[config.mk]
export PLATFORM = sky130hd
export DESIGN_NAME = pulse_train_gen
export DESIGN_NICKNAME = d
export VERILOG_FILES = /design/src/rtl/pulse_train_gen.sv
export SDC_FILE = /design/constraint.sdc
export NUM_CORES = 1
export LEC_CHECK = 0
export CORE_UTILIZATION = 46
export DETAILED_ROUTE_END_ITERATION = 7
export DONT_BUFFER_PORTS = 1
export GPL_ROUTABILITY_DRIVEN = 0
export PLACE_DENSITY_LB_ADDON = 0.3
export SKIP_LAST_GASP = 1
export SLEW_MARGIN = 20
export SYNTH_ARGS = -nofsm -noshare
export SYNTH_HDL_FRONTEND = slang
export SYNTH_SLANG_ARGS = --single-unit
[constraint.sdc]
create_clock -name CLKB -period 7.9 [get_ports CLKB]
set_clock_uncertainty 0.1 [all_clocks]
set_input_delay 0.395 -clock CLKB [delete_from_list [all_inputs] [get_ports CLKB]]
set_output_delay 0.395 -clock CLKB [all_outputs]
set_load 0.05 [all_outputs]
[src/rtl/pulse_train_gen.sv]
// pulse_train_gen: emits a train of `count` strobes on sig, one every `period`
// cycles, each HIGH_CYCLES wide, with a start/busy/done handshake.
// Optional feature macro: PULSE_TRAIN_ABORT_EN adds an `abort` input that
// cancels a running train without pulsing done.
module pulse_train_gen #(
  parameter  int MAX_PERIOD  = 255,
  parameter  int MAX_PULSES  = 255,
  parameter  int HIGH_CYCLES = 1,
  localparam int PW          = $clog2(MAX_PERIOD + 1),
  localparam int NW          = $clog2(MAX_PULSES + 1)
) (
  input  logic          CLKB,
  input  logic          rst,
  input  logic          start,
`ifdef PULSE_TRAIN_ABORT_EN
  input  logic          abort,
`endif
  input  logic [PW-1:0] period,
  input  logic [NW-1:0] count,
  output logic          sig,
  output logic          busy,
  output logic          done,
  output logic [NW-1:0] remaining
);

  typedef enum logic [1:0] {
    IDLE = 2'd0,
    HIGH = 2'd1,
    LOW  = 2'd2
  } state_e;

  // Shortest legal period: every pulse needs at least one low cycle.
  localparam logic [PW-1:0] MIN_PER = PW'(HIGH_CYCLES + 1);
  // Phase counter counts down to zero, so loads are (length - 1).
  localparam logic [PW-1:0] HI_LOAD = PW'(HIGH_CYCLES - 1);
  localparam logic [PW-1:0] HI_W    = PW'(HIGH_CYCLES);

  state_e        state_q, state_d;
  logic [PW-1:0] phase_q, phase_d;
  logic [PW-1:0] per_q, per_d;
  logic [NW-1:0] rem_q, rem_d;
  logic          sig_q, sig_d;
  logic          busy_q, busy_d;
  logic          done_q, done_d;

  logic          abort_w;
  logic [PW-1:0] per_clamped;
  logic [PW-1:0] low_load;

`ifdef PULSE_TRAIN_ABORT_EN
  assign abort_w = abort;
`else
  assign abort_w = 1'b0;
`endif

  // Too-short periods (including 0) are silently widened to the minimum.
  assign per_clamped = (period < MIN_PER) ? MIN_PER : period;
  // Low phase fills the rest of the period; never negative after the clamp.
  assign low_load    = per_q - HI_W - PW'(1);

  // Next-state and registered-output computation.
  always_comb begin
    state_d = state_q;
    phase_d = phase_q;
    per_d   = per_q;
    rem_d   = rem_q;
    sig_d   = sig_q;
    busy_d  = busy_q;
    done_d  = 1'b0;

    unique case (state_q)
      IDLE: begin
        sig_d  = 1'b0;
        busy_d = 1'b0;
        if (start) begin
          if (count != '0) begin
            per_d   = per_clamped;
            rem_d   = count - NW'(1);
            phase_d = HI_LOAD;
            state_d = HIGH;
            sig_d   = 1'b1;
            busy_d  = 1'b1;
          end else begin
            // Empty train: acknowledge immediately, never go busy.
            done_d = 1'b1;
          end
        end
      end

      HIGH: begin
        if (phase_q == '0) begin
          state_d = LOW;
          sig_d   = 1'b0;
          phase_d = low_load;
        end else begin
          phase_d = phase_q - PW'(1);
        end
      end

      LOW: begin
        if (phase_q == '0) begin
          if (rem_q != '0) begin
            state_d = HIGH;
            sig_d   = 1'b1;
            rem_d   = rem_q - NW'(1);
            phase_d = HI_LOAD;
          end else begin
            // Train complete: drop busy and pulse done in the same cycle,
            // which is also an IDLE cycle so a new start is accepted.
            state_d = IDLE;
            busy_d  = 1'b0;
            done_d  = 1'b1;
          end
        end else begin
          phase_d = phase_q - PW'(1);
        end
      end

      default: begin
        state_d = IDLE;
        sig_d   = 1'b0;
        busy_d  = 1'b0;
      end
    endcase

    // Abort cancels a running train quietly; it is meaningless in IDLE,
    // so start wins automatically when both arrive there.
    if (abort_w && (state_q != IDLE)) begin
      state_d = IDLE;
      phase_d = '0;
      rem_d   = '0;
      sig_d   = 1'b0;
      busy_d  = 1'b0;
      done_d  = 1'b0;
    end
  end

  // State and output registers; synchronous reset overrides everything.
  always_ff @(posedge CLKB) begin
    if (rst) begin
      state_q <= IDLE;
      phase_q <= '0;
      per_q   <= '0;
      rem_q   <= '0;
      sig_q   <= 1'b0;
      busy_q  <= 1'b0;
      done_q  <= 1'b0;
    end else begin
      state_q <= state_d;
      phase_q <= phase_d;
      per_q   <= per_d;
      rem_q   <= rem_d;
      sig_q   <= sig_d;
      busy_q  <= busy_d;
      done_q  <= done_d;
    end
  end

  assign sig       = sig_q;
  assign busy      = busy_q;
  assign done      = done_q;
  assign remaining = rem_q;

endmodule
* Word level (Yosys, flattened, before mapping) *
Index checks and enable logic that the tools add are counted.

operators by class
  add/sub/neg operators = 5
  multiply operators = 0
  div/mod/pow operators = 0
  magnitude comparators = 1
  equality and inequality tests = 9
  shift operators = 0
  multiplexer cells = 32
  bitwise operators = 1
  reductions and logical operators = 12

operators by type and width
  cell                 number
  $mux 8               10
  $sub 8x1->8 const B  5
  $pmux 8 s3           1
  $pmux 8 s2           1
  $reduce_bool 8->1    2
  $mux 1               12
  $ne 2x2->1 const B   6
  $reduce_and 3->1     3
  $logic_not 8->1      1
  $lt 8x2->1 const B   1
  $mux 2               4
  $reduce_and 4->1     2
  $pmux 1 s3           2
  $pmux 2 s3           1
  $reduce_and 5->1     1
  $ne 3x3->1 const B   1
  $reduce_bool 3->1    1
  $eq 2x1->1 const B   1
  $eq 2x2->1 const B   1
  $logic_not 2->1      1
  $pmux 1 s2           1
  $reduce_bool 2->1    1
  $not 1->1            1

word-level totals
  register bits after elaboration = 29
  latch bits = 0
  bits in writable memories = 0
  bits in read-only memories = 0
  input port bits = 19
  output and inout port bits = 11
  memories kept = 0

* Depth between registers and ports, before layout *
Gate-level depths: netlist of run 1.

  depth after elaboration = 4
  mapped depth = 11

* Worst setup path after synthesis of run 1 *
OpenSTA, ideal clock, no wires.

  kind = flip-flop to flip-flop
  start point = reg state_q[1]
  end point = reg rem_q[4] (netlist: remaining[4])
  arrival = 2.699 ns
  data required time = 7.667 ns
  setup slack = 4.968 ns
  stages on the path, launching flop included = 11
  cells stage by stage = dfxtp_1 > ha_1 > clkbuf_1 > clkbuf_1 > clkbuf_1 > mux2i_1 > ha_1 > o21ai_0 > mux2_2 > o31ai_1 > a31oi_1

on the way
  longest elaborated chain between the ends = 3
  elaborated cells between the ends (all ways) = 9

ends and longest elaborated chain
  item                                                              RTL line  text
  start: declaration                                                38        state_e state_q, state_d;
  start signal: assignment                                          149       state_q <= state_d;
  $eq 2x2->1 / $logic_not 2->1 (equally long branches)              71        unique case (state_q)
  $ne 2x2->1 (no line) / $reduce_bool 2->1 (equally long branches)  --
  $reduce_and 5->1 (no line)                                        --
  end signal: assignment                                            152       rem_q <= rem_d;
  end: declaration                                                  41        logic [NW-1:0] rem_q, rem_d;

Parallel ways exist; a longest one is shown, timed or not.
A chain may end at the register's enable or synchronous reset.

* Final worst setup path of run 1 *
  start point = reg state_q[1]
  end point = reg phase_q[0]

on the way
  longest elaborated chain between the ends = 3
  elaborated cells between the ends (all ways) = 9

ends and longest elaborated chain
  item                                          RTL line  text
  $eq 2x2->1 (tied with other cells)            71
  $ne 3x3->1 (no line) (tied with other cells)  --
  $reduce_and 4->1 (no line)                    --
  end signal: assignment                        150       phase_q <= phase_d;
  end: declaration                              39        logic [PW-1:0] phase_q, phase_d;

Parallel ways exist; a longest one is shown, timed or not.

==> reports/metrics.csv, run 1 <==
stage;metric;value;unit
run_status;outcome;complete, no violations;
synth;syn-cell-area;0.00210;mm2
die;core-area;0.00438;mm2
sta;timing_worst_slew_pin_value;0.766;ns
global_routing;number_of_antenna_violations_at_the_first_check_in_global_routing;0;
die;die_x_extent;69.6;um
synth;synth_fp_nets;285;
power;power_per_cell_area;394;mW/mm2
sta;maxClockFrequency;315;MHz
placement;post-place-ws;4.79;ns
cts;cts.htree.levels;2;
power;power.share.combinational;0.490;
cts;cts_repair_resize_count;0;
sta;maxSlewHeadroom;0.487;
sta;grt_setup_unrepaired;no;
die;floorplan.io_pins;30;
synth;synth_cell_types;55;
power;power.leakage;0.822;nW
route;drc;0;
setup_path;critical_path_class;register to register;
route;remaining_number_of_nets_flagged_by_the_antenna_check_after_routing;0;
power;switchingPower;431;uW
route;routed_via_density;6.39;
cells_and_area;fillers;413;
run;cap_viol_max_count;0;
route;number_of_drc_violations_after_detailed_routing_iteration_0;101;
cts;cts.hold.buffers_added;0;
cts;cts_tree;done;
placement;dp_hpwl;3820;um
setup_path;critPathRequiredTime;7.98;ns
power;worst_ir_drop_vdd;0.239;mV
cts;clock_sinks;29;
worst_hold_path;holdCritPathClass;input port to register;
die;design.die.area;0.00484;mm2
synth;syn_avg_cell_area;8.17;um2
sta;timing.final.max_slew_violations;0;
setup_path;startpoint_type;register;
synth;syn_inst;257;
global_routing;grt-ovfl-total;0;
cts;number_of_buffers_inserted_during_clock_tree_synthesis;5;
cts;post_cts_buffers;0;
route;vias;1962;
sta;worst_slack;4.73;ns
cells_and_area;finalNetCount;282;
global_routing;maximum_number_of_pins_on_one_net_before_global_route_repair;42;
cells_and_area;final_layout_size_suffix_gt1_frac;0.0902;
sta;setup_violations;0;
synth;synth_top_cell_by_area;sky130_fd_sc_hd__dfxtp_1;
power;swShare;0.486;
cts;cts.reportedPaths.clkPinSlew;0.07;ns
die;die_height;69.6;um
synth;synthDominantCellAreaShare;0.277;
synth;yosys_most_used_dff;sky130_fd_sc_hd__dfxtp_1;
power;finalPower;886;uW
power;power.clock.fraction;0.184;
cells_and_area;seqCellArea;581;um2
synth;yosys_warnings;0;
synth;commonest_cells_in_the_netlist;29 x sky130_fd_sc_hd__dfxtp_1, 22 x sky130_fd_sc_hd__nor2_1, 21 x sky130_fd_sc_hd__a21oi_1;
cts;cts_buffer_depth;2;
route;finalWirelength;5230;um
sta;final.period_utilization;0.401;
cells_and_area;layout-area-overhead-vs-synth;7.03;%
synth;flop_and_latch_count_out_of_synthesis;29;
cts;worstSkewPairLatency;0.29;ns
synth;synth.top_cells.by_area;sky130_fd_sc_hd__dfxtp_1 28%, sky130_fd_sc_hd__ha_1 5.4%, sky130_fd_sc_hd__a21oi_1 5.0%;
placement;port-buffer-count;0;
global_routing;grtUsageTotal;0.227;
sta;finalCriticalPeriod;3.17;ns
synth;synth-async-reset-ratio;0;
die;starting_density_of_the_core;0.479;
route;firstDrtPassIters;4;
cts;cts.root.buffer_cell;sky130_fd_sc_hd__clkbuf_8;
setup_path;nature_of_the_critical_path_endpoint;register;
cells_and_area;antennaDiodeCount;0;
setup_path;crit_arrival;3.25;ns
setup_path;critPathMaxFanout;41;
global_routing;vias_in_the_first_global_route;1855;
sta;final-hold-violation-count;0;
power;power_frac_seq;0.326;
sta;tns;0;ns
cells_and_area;area_occupied_by_multi_input_gates;0.00143;mm2
synth;synth_edf_count;0;
die;placement_rows;24;
power;p_int;455;uW
synth;synth_most_common_cell;sky130_fd_sc_hd__dfxtp_1;
synth;synth_sequential_area_ratio;0.277;
global_routing;global_route_wire_length_before_repair;8790;um
route;wl_per_cell;17.0;um
cell families (layout without fill, tap and decap cells):
kind of cell	count (synthesis)	after routing	synth area share
buffers and inverters	23	21	0.0429
xor gates and xnor gates	7	7	0.0292
adders and majority gates	9	9	0.0536
AOI/OAI and AO/OA	78	78	0.262
muxes	14	14	0.0691
and+or+nand+nor	97	97	0.266
DFF	29	29	0.277
through the flow:
stage               utilization  cell area, um2  hold slack, ns  std cells
detailed placement        0.485            2130           0.368        299
CTS                       0.513            2250          0.0615        307
global placement          0.485            2130           0.367        299
global route              0.513            2250          0.0594        307
floorplan                     -            2100           0.350        257
finish                    0.513            2250          0.0656        307
layout make-up:
| type | count | share of cell area |
|---|---|---|
| Clock buffer | 6 | 0.0367 |
| Clock inverter | 2 | 0.0167 |
| Inverter | 12 | 0.0200 |
| Multi-Input combinational cell | 205 | 0.636 |
| Sequential cell | 29 | 0.258 |
| Tap cell | 52 | 0.0290 |
| Timing Repair Buffer | 1 | 0.00334 |
cells in the final DEF (no fill, tap or decap), types with 9 or more instances in the layout:
master	instances
sky130_fd_sc_hd__a21oi_1	21
sky130_fd_sc_hd__dfxtp_1	29
sky130_fd_sc_hd__ha_1	9
sky130_fd_sc_hd__inv_1	12
sky130_fd_sc_hd__mux2i_1	10
sky130_fd_sc_hd__nand3_1	12
sky130_fd_sc_hd__nor2_1	22
sky130_fd_sc_hd__nor3_1	12
sky130_fd_sc_hd__o21ai_1	9
final timing paths:
check	start	end	slack, ns	depth (start not counted)
setup reg to reg	state_q[1]	phase_q[0]	4.73	7
hold reg to reg	per_q[0]	per_q[0]	0.41	2
setup / recovery	state_q[1]	phase_q[0]	4.73	7
hold / removal	rst	state_q[1]	0.07	1
power by group through the flow:
stage	clock, mW	combinational, mW	sequential [mW]
global placement	0	0.422	0.291
finish	0.163	0.434	0.289
CTS	0.166	0.430	0.288
global route	0.170	0.479	0.294
detailed placement	0	0.426	0.292
floorplan	0	0.353	0.278
state kept, by name, summed over array words and instances (netlist names):
signal / cells
state_q: 2
sig: 1
busy: 1
remaining: 8
done: 1
phase_q: 8
per_q: 8
worst max-delay path, cell delays in order (launching register included):
cell and delay, ns:
sky130_fd_sc_hd__dfxtp_1 0.42, sky130_fd_sc_hd__ha_1 0.18, sky130_fd_sc_hd__buf_4 0.35, sky130_fd_sc_hd__or4b_1 0.56, sky130_fd_sc_hd__or3_1 0.36, sky130_fd_sc_hd__o21ai_1 0.61
sky130_fd_sc_hd__nor3_1 0.20, sky130_fd_sc_hd__a32o_1 0.27
routing by layer:
layer | track usage | up-vias | part of all wire
li1 | - | 980 | -
met5 | 0 | - | 0
met4 | 0.102 | 0 | 0.022
met1 | 0.309 | 907 | 0.48
met2 | 0.332 | 66 | 0.42
met3 | 0.0625 | 9 | 0.075
Power figures use the tool's default switching activity.
==> inputs of run 2 (changes only) <==
==> constraint.sdc (replaced) <==
create_clock -name CLKB -period 2.8 [get_ports CLKB]
set_clock_uncertainty 0.1 [all_clocks]
set_input_delay 0.14 -clock CLKB [delete_from_list [all_inputs] [get_ports CLKB]]
set_output_delay 0.14 -clock CLKB [all_outputs]
set_load 0.05 [all_outputs]
==> reports/metrics.csv, run 2 (same netlist as run 1, synthesis figures left out) <==
stage;metric;value;unit;change
run_status;outcome;complete, no violations;;
placement;port-buffer-count;0;;unchanged
sta;setup_violations;0;;unchanged
setup_path;critPathRequiredTime;2.87;ns;-5.11 ns
cts;number_of_buffers_inserted_during_clock_tree_synthesis;5;;unchanged
cts;cts_tree;done;;
die;placement_rows;24;;unchanged
route;routed_via_density;6.12;;-4.2%
die;die_x_extent;69.6;um;unchanged
route;remaining_number_of_nets_flagged_by_the_antenna_check_after_routing;0;;unchanged
global_routing;grt-ovfl-total;0;;unchanged
setup_path;timing.critical_path.slowest_stage_cell;sky130_fd_sc_hd__or4b_1;;
die;core-area;0.00438;mm2;unchanged
cts;cts.root.buffer_cell;sky130_fd_sc_hd__clkbuf_8;;
sta;tns;0;ns;unchanged
cells_and_area;fillers;398;;-3.6%
global_routing;grtUsageTotal;0.235;;+0.00786
die;floorplan.io_pins;30;;unchanged
power;power_per_cell_area;1080;mW/mm2;+170%
setup_path;crit_arrival;2.70;ns;-0.55 ns
run;cap_viol_max_count;0;;unchanged
worst_hold_path;holdCritPathClass;input port to register;;
cells_and_area;instances_no_fill;334;;+8.8%
setup_path;cp_top_family;simple AND/OR/NAND/NOR gates;;
sta;timing_worst_slew_pin_value;0.869;ns;+0.103 ns
die;die_height;69.6;um;unchanged
sta;worst_case_hold_slack;0.0156;ns;-0.0500 ns
placement;placedCellCount;311;;+4.0%
power;finalPower;2.71;mW;+210%
placement;place_area;0.00222;mm2;+4.2%
cells_and_area;antennaDiodeCount;0;;unchanged
cells_and_area;final_layout_size_suffix_gt1_frac;0.124;;+0.0339
setup_path;startpoint_type;register;;
placement;post-place-ws;0.248;ns;-4.54 ns
cells_and_area;mostFrequentLayoutCell;sky130_fd_sc_hd__dfxtp_1;;
placement;dp_hpwl;3900;um;+1.9%
global_routing;maximum_number_of_pins_on_one_net_before_global_route_repair;41;;-2.4%
cells_and_area;area_occupied_by_multi_input_gates;0.00143;mm2;unchanged
setup_path;delay_of_the_slowest_cell_on_the_worst_path;0.51;ns;-0.10 ns
setup_path;sequence_of_cells_on_the_critical_path;inv_1, ha_1, or4b_1, or3_1, o21ai_1, buf_4, nand2b_1, o31ai_1;;
sta;finalCriticalPeriod;2.64;ns;-0.535 ns
route;vias;2044;;+4.2%
power;worst_ir_drop_vdd;0.764;mV;+220%
route;drc;0;;unchanged
cells_and_area;finalNetCount;309;;+9.6%
global_routing;vias_in_the_first_global_route;1899;;+2.4%
global_routing;number_of_antenna_violations_at_the_first_check_in_global_routing;0;;unchanged
setup_path;ff2ff_setup_slack;0.16;ns;-4.56 ns
cells_and_area;layout_common_cells;29 x sky130_fd_sc_hd__dfxtp_1, 22 x sky130_fd_sc_hd__nor2_1, 21 x sky130_fd_sc_hd__a21oi_1;;
power;power.leakage;0.959;nW;+17%
cts;post_cts_buffers;0;;unchanged
setup_path;critPathMaxFanout;8;;-80%
sta;maxSlewHeadroom;0.419;;-0.0685
setup_path;nature_of_the_critical_path_endpoint;register;;
route;number_of_drc_violations_after_detailed_routing_iteration_0;155;;+53%
sta;maxClockFrequency;379;MHz;+20%
cells_and_area;layout-area-overhead-vs-synth;19.3;%;
sta;final-hold-violation-count;0;;unchanged
cells_and_area;seqCellArea;581;um2;unchanged
global_routing;global_route_wire_length_before_repair;9190;um;+4.6%
route;wl_per_cell;16.4;um;-3.9%
sta;final.period_utilization;0.941;;+0.540
cells_and_area;design_area;0.00250;mm2;+11%
cts;cts.reportedPaths.clkPinSlew;0.07;ns;about the same
cts;cts.htree.levels;2;;unchanged
sta;timing.final.max_slew_violations;0;;unchanged
sta;grt_setup_unrepaired;no;;
cts;clock_sinks;29;;unchanged
route;firstDrtPassIters;4;;unchanged
sta;worst_slack;0.164;ns;-4.56 ns
die;design.die.area;0.00484;mm2;unchanged
cts;cts_buffer_depth;2;;unchanged
cts;worstSkewPairLatency;0.29;ns;about the same
setup_path;timing.critical_path.buf_inv;2;;+1
cells_and_area;finalCoreUtilization;0.571;;+0.0588
die;starting_density_of_the_core;0.479;;unchanged
route;finalWirelength;5470;um;+4.5%
setup_path;critical_path_class;register to register;;
## run 2: changes by cell type in the layout (fill, tap and decap cells not counted), sizes merged
cell         before  now
dlygate4sd3       0   15
buf               1   13
bufinv            1    2
clkbuf            6    5
clkinv            0    1
clkinvlp          1    0
## run 2: repair_timing
| item | CTS | global route |
|---|---|---|
| setup endpoints to repair | 0 | 1 |
| hold endpoints to repair | 22 | 0 |
| gates resized for setup | 0 | 1 |
| hold buffers | 15 | 0 |
## run 2: tightest hold or removal path, cell delays in order
cell and delay [ns]:
sky130_fd_sc_hd__nor4_1 0.03, sky130_fd_sc_hd__a21oi_1 0.12, sky130_fd_sc_hd__a211oi_1 0.07
## run 2: power breakdown
part           switching (mW)  internal (mW)  total, mW
Sequential              0.156          0.510      0.667
Combinational           0.924          0.591       1.52
Clock                   0.170          0.353      0.524
## run 2: final timing paths
check	depth (start not counted)	startpoint	to
hold reg to reg	2	phase_q[7]	phase_q[7]
setup reg to reg	8	state_q[0]	phase_q[6]
setup / recovery	8	state_q[0]	phase_q[6]
hold / removal	3	period[1]	per_q[1]
## run 2: final cells by class
type / count / share of cell area
sequential: 29 / 0.232
tap: 52 / 0.0260
timing repair buffer: 28 / 0.100
multi-input combinational: 205 / 0.570
inverter: 12 / 0.0180
clock inverter: 3 / 0.0260
clock buffer: 5 / 0.0275
## run 2: metal layers
| layer | vias up | share of wire | global-route usage | wire [um] |
|---|---|---|---|---|
| li1 | 1026 | - | - | - |
| met1 | 938 | 0.47 | 0.336 | 2570 |
| met2 | 75 | 0.44 | 0.354 | 2400 |
| met3 | 5 | 0.082 | 0.0538 | 449 |
| met4 | 0 | 0.0099 | 0.0612 | 54 |
| met5 | - | 0 | 0 | 0 |
==> inputs of run 3 (changes only) <==
--- a/config.mk
+++ b/config.mk
@@ -8,7 +8,6 @@
 export CORE_UTILIZATION = 46
 export DETAILED_ROUTE_END_ITERATION = 7
 export DONT_BUFFER_PORTS = 1
-export GPL_ROUTABILITY_DRIVEN = 0
 export PLACE_DENSITY_LB_ADDON = 0.3
 export SKIP_LAST_GASP = 1
 export SLEW_MARGIN = 20
==> constraint.sdc (replaced) <==
create_clock -name CLKB -period 2.4 [get_ports CLKB]
set_clock_uncertainty 0.1 [all_clocks]
set_input_delay 0.12 -clock CLKB [delete_from_list [all_inputs] [get_ports CLKB]]
set_output_delay 0.12 -clock CLKB [all_outputs]
set_load 0.05 [all_outputs]
==> reports/metrics.csv, run 3 (same netlist as run 1, synthesis figures left out) <==
stage;metric;value;unit;change
run_status;outcome;complete, no violations;;
cells_and_area;instances_no_fill;347;;+3.9%
power;power_per_cell_area;1210;mW/mm2;+12%
placement;dp_hpwl;4080;um;+4.8%
route;drc;0;;unchanged
cts;cts_buffer_depth;2;;unchanged
cells_and_area;mostFrequentLayoutCell;sky130_fd_sc_hd__dfxtp_1;;
sta;timing_worst_slew_pin_value;0.902;ns;+0.0327 ns
cells_and_area;fillers;405;;+1.8%
setup_path;nature_of_the_critical_path_endpoint;register;;
sta;worst_slack;0.122;ns;-0.0421 ns
cts;number_of_buffers_inserted_during_clock_tree_synthesis;5;;unchanged
setup_path;ff2ff_setup_slack;0.12;ns;-0.04 ns
global_routing;global_route_wire_length_before_repair;9660;um;+5.1%
global_routing;grt-ovfl-total;0;;unchanged
setup_path;timing.critical_path.depth;8;;unchanged
worst_hold_path;holdPathStages;3;;unchanged
placement;placedCellCount;320;;+2.9%
sta;final-hold-violation-count;0;;unchanged
sta;timing.final.max_slew_violations;0;;unchanged
global_routing;maximum_number_of_pins_on_one_net_before_global_route_repair;31;;-24%
setup_path;timing.critical_path.slowest_stage_cell;sky130_fd_sc_hd__or4b_1;;
die;floorplan.io_pins;30;;unchanged
die;die_height;69.6;um;unchanged
power;power.leakage;1.01;nW;+5.5%
global_routing;vias_in_the_first_global_route;2052;;+8.1%
setup_path;critPathRequiredTime;2.43;ns;-0.44 ns
cts;clock_sinks;29;;unchanged
placement;port-buffer-count;0;;unchanged
cells_and_area;layout-area-overhead-vs-synth;25.0;%;
die;die_x_extent;69.6;um;unchanged
route;firstDrtPassIters;4;;unchanged
setup_path;delay_of_the_slowest_cell_on_the_worst_path;0.51;ns;about the same
setup_path;critical_path_class;register to register;;
cells_and_area;finalNetCount;322;;+4.2%
route;finalWirelength;5920;um;+8.3%
placement;post-place-ws;0.159;ns;-0.0886 ns
setup_path;sequence_of_cells_on_the_critical_path;inv_1, ha_2, or4b_1, or3_1, o21ai_2, buf_4, or4_1, a21oi_1;;
sta;maxClockFrequency;439;MHz;+16%
route;wl_per_cell;17.1;um;+4.2%
cells_and_area;final_layout_size_suffix_gt1_frac;0.193;;+0.0691
die;design.die.area;0.00484;mm2;unchanged
sta;grt_setup_unrepaired;no;;
cts;cts.reportedPaths.clkPinSlew;0.07;ns;about the same
setup_path;startpoint_type;register;;
cells_and_area;finalCoreUtilization;0.599;;+0.0274
die;starting_density_of_the_core;0.479;;unchanged
route;remaining_number_of_nets_flagged_by_the_antenna_check_after_routing;0;;unchanged
die;core-area;0.00438;mm2;unchanged
placement;place_area;0.00231;mm2;+4.3%
cts;worstSkewPairLatency;0.29;ns;about the same
setup_path;crit_arrival;2.31;ns;-0.39 ns
power;worst_ir_drop_vdd;0.739;mV;-3.3%
run;cap_viol_max_count;0;;unchanged
sta;final.period_utilization;0.949;;+0.00777
sta;tns;0;ns;unchanged
worst_hold_path;holdCritPathClass;input port to register;;
cells_and_area;antennaDiodeCount;0;;unchanged
sta;worst_case_hold_slack;0.0166;ns;+0.00107 ns
cts;cts_tree;done;;
cells_and_area;layout_common_cells;28 x sky130_fd_sc_hd__dfxtp_1, 25 x sky130_fd_sc_hd__buf_4, 22 x sky130_fd_sc_hd__nor2_1;;
power;finalPower;3.19;mW;+18%
global_routing;number_of_antenna_violations_at_the_first_check_in_global_routing;0;;unchanged
die;placement_rows;24;;unchanged
cells_and_area;design_area;0.00263;mm2;+4.8%
cts;cts.root.buffer_cell;sky130_fd_sc_hd__clkbuf_8;;
global_routing;grtUsageTotal;0.250;;+0.0156
route;routed_via_density;6.29;;+2.8%
setup_path;critPathMaxFanout;7;;-1
sta;finalCriticalPeriod;2.28;ns;-0.358 ns
cts;cts.htree.levels;2;;unchanged
setup_path;timing.critical_path.buf_inv;2;;unchanged
placement;gp_congestion;0.836;;
sta;maxSlewHeadroom;0.397;;-0.0219
setup_path;cp_top_family;simple AND/OR/NAND/NOR gates;;
route;vias;2183;;+6.8%
route;number_of_drc_violations_after_detailed_routing_iteration_0;149;;-3.9%
sta;setup_violations;0;;unchanged
setup_path;worst-r2r-cell-count;8;;unchanged
-- run 3: per-layer routing --
layer  up-vias  global-route usage  part of all wire
met5         -                   0                 0
met4         0              0.0794             0.013
met1      1046               0.335              0.47
met2        81               0.394              0.46
met3         7              0.0640             0.062
li1       1049                   -                 -
-- run 3: what timing repair did --
action,4_1_cts,5_1_grt
buffers inserted,0,4
resized for setup,0,7
endpoints found under the setup margin,0,6
hold buffers,15,0
hold endpoints to repair,22,0
-- run 3: path summary, 6_finish.rpt --
check,from,endpoint
worst max register to register,state_q[0],phase_q[3]
worst max-delay path,state_q[0],phase_q[3]
worst min-delay path,period[1],per_q[1]
worst min register to register,per_q[0],per_q[0]
-- run 3: tightest hold or removal path, cell delays in order --
cell and delay, ns:
sky130_fd_sc_hd__nor4_1 0.04, sky130_fd_sc_hd__a21oi_1 0.12, sky130_fd_sc_hd__a211oi_1 0.08
-- run 3: layout make-up --
| class | count | area, um2 | area share |
|---|---|---|---|
| clock buffer | 5 | 68.8 | 0.0262 |
| multi-input combinational | 205 | 1490 | 0.567 |
| timing repair buffer | 41 | 358 | 0.136 |
| sequential | 29 | 582 | 0.222 |
| clock inverter | 3 | 17.5 | 0.00667 |
| inverter | 12 | 45.0 | 0.0172 |
| tap | 52 | 65.1 | 0.0248 |
-- run 3: where the power goes --
part / switching, mW / total (mW) / internal (mW)
Clock: 0.207 / 0.406 / 0.200
Combinational: 1.19 / 2.03 / 0.844
Sequential: 0.153 / 0.750 / 0.597
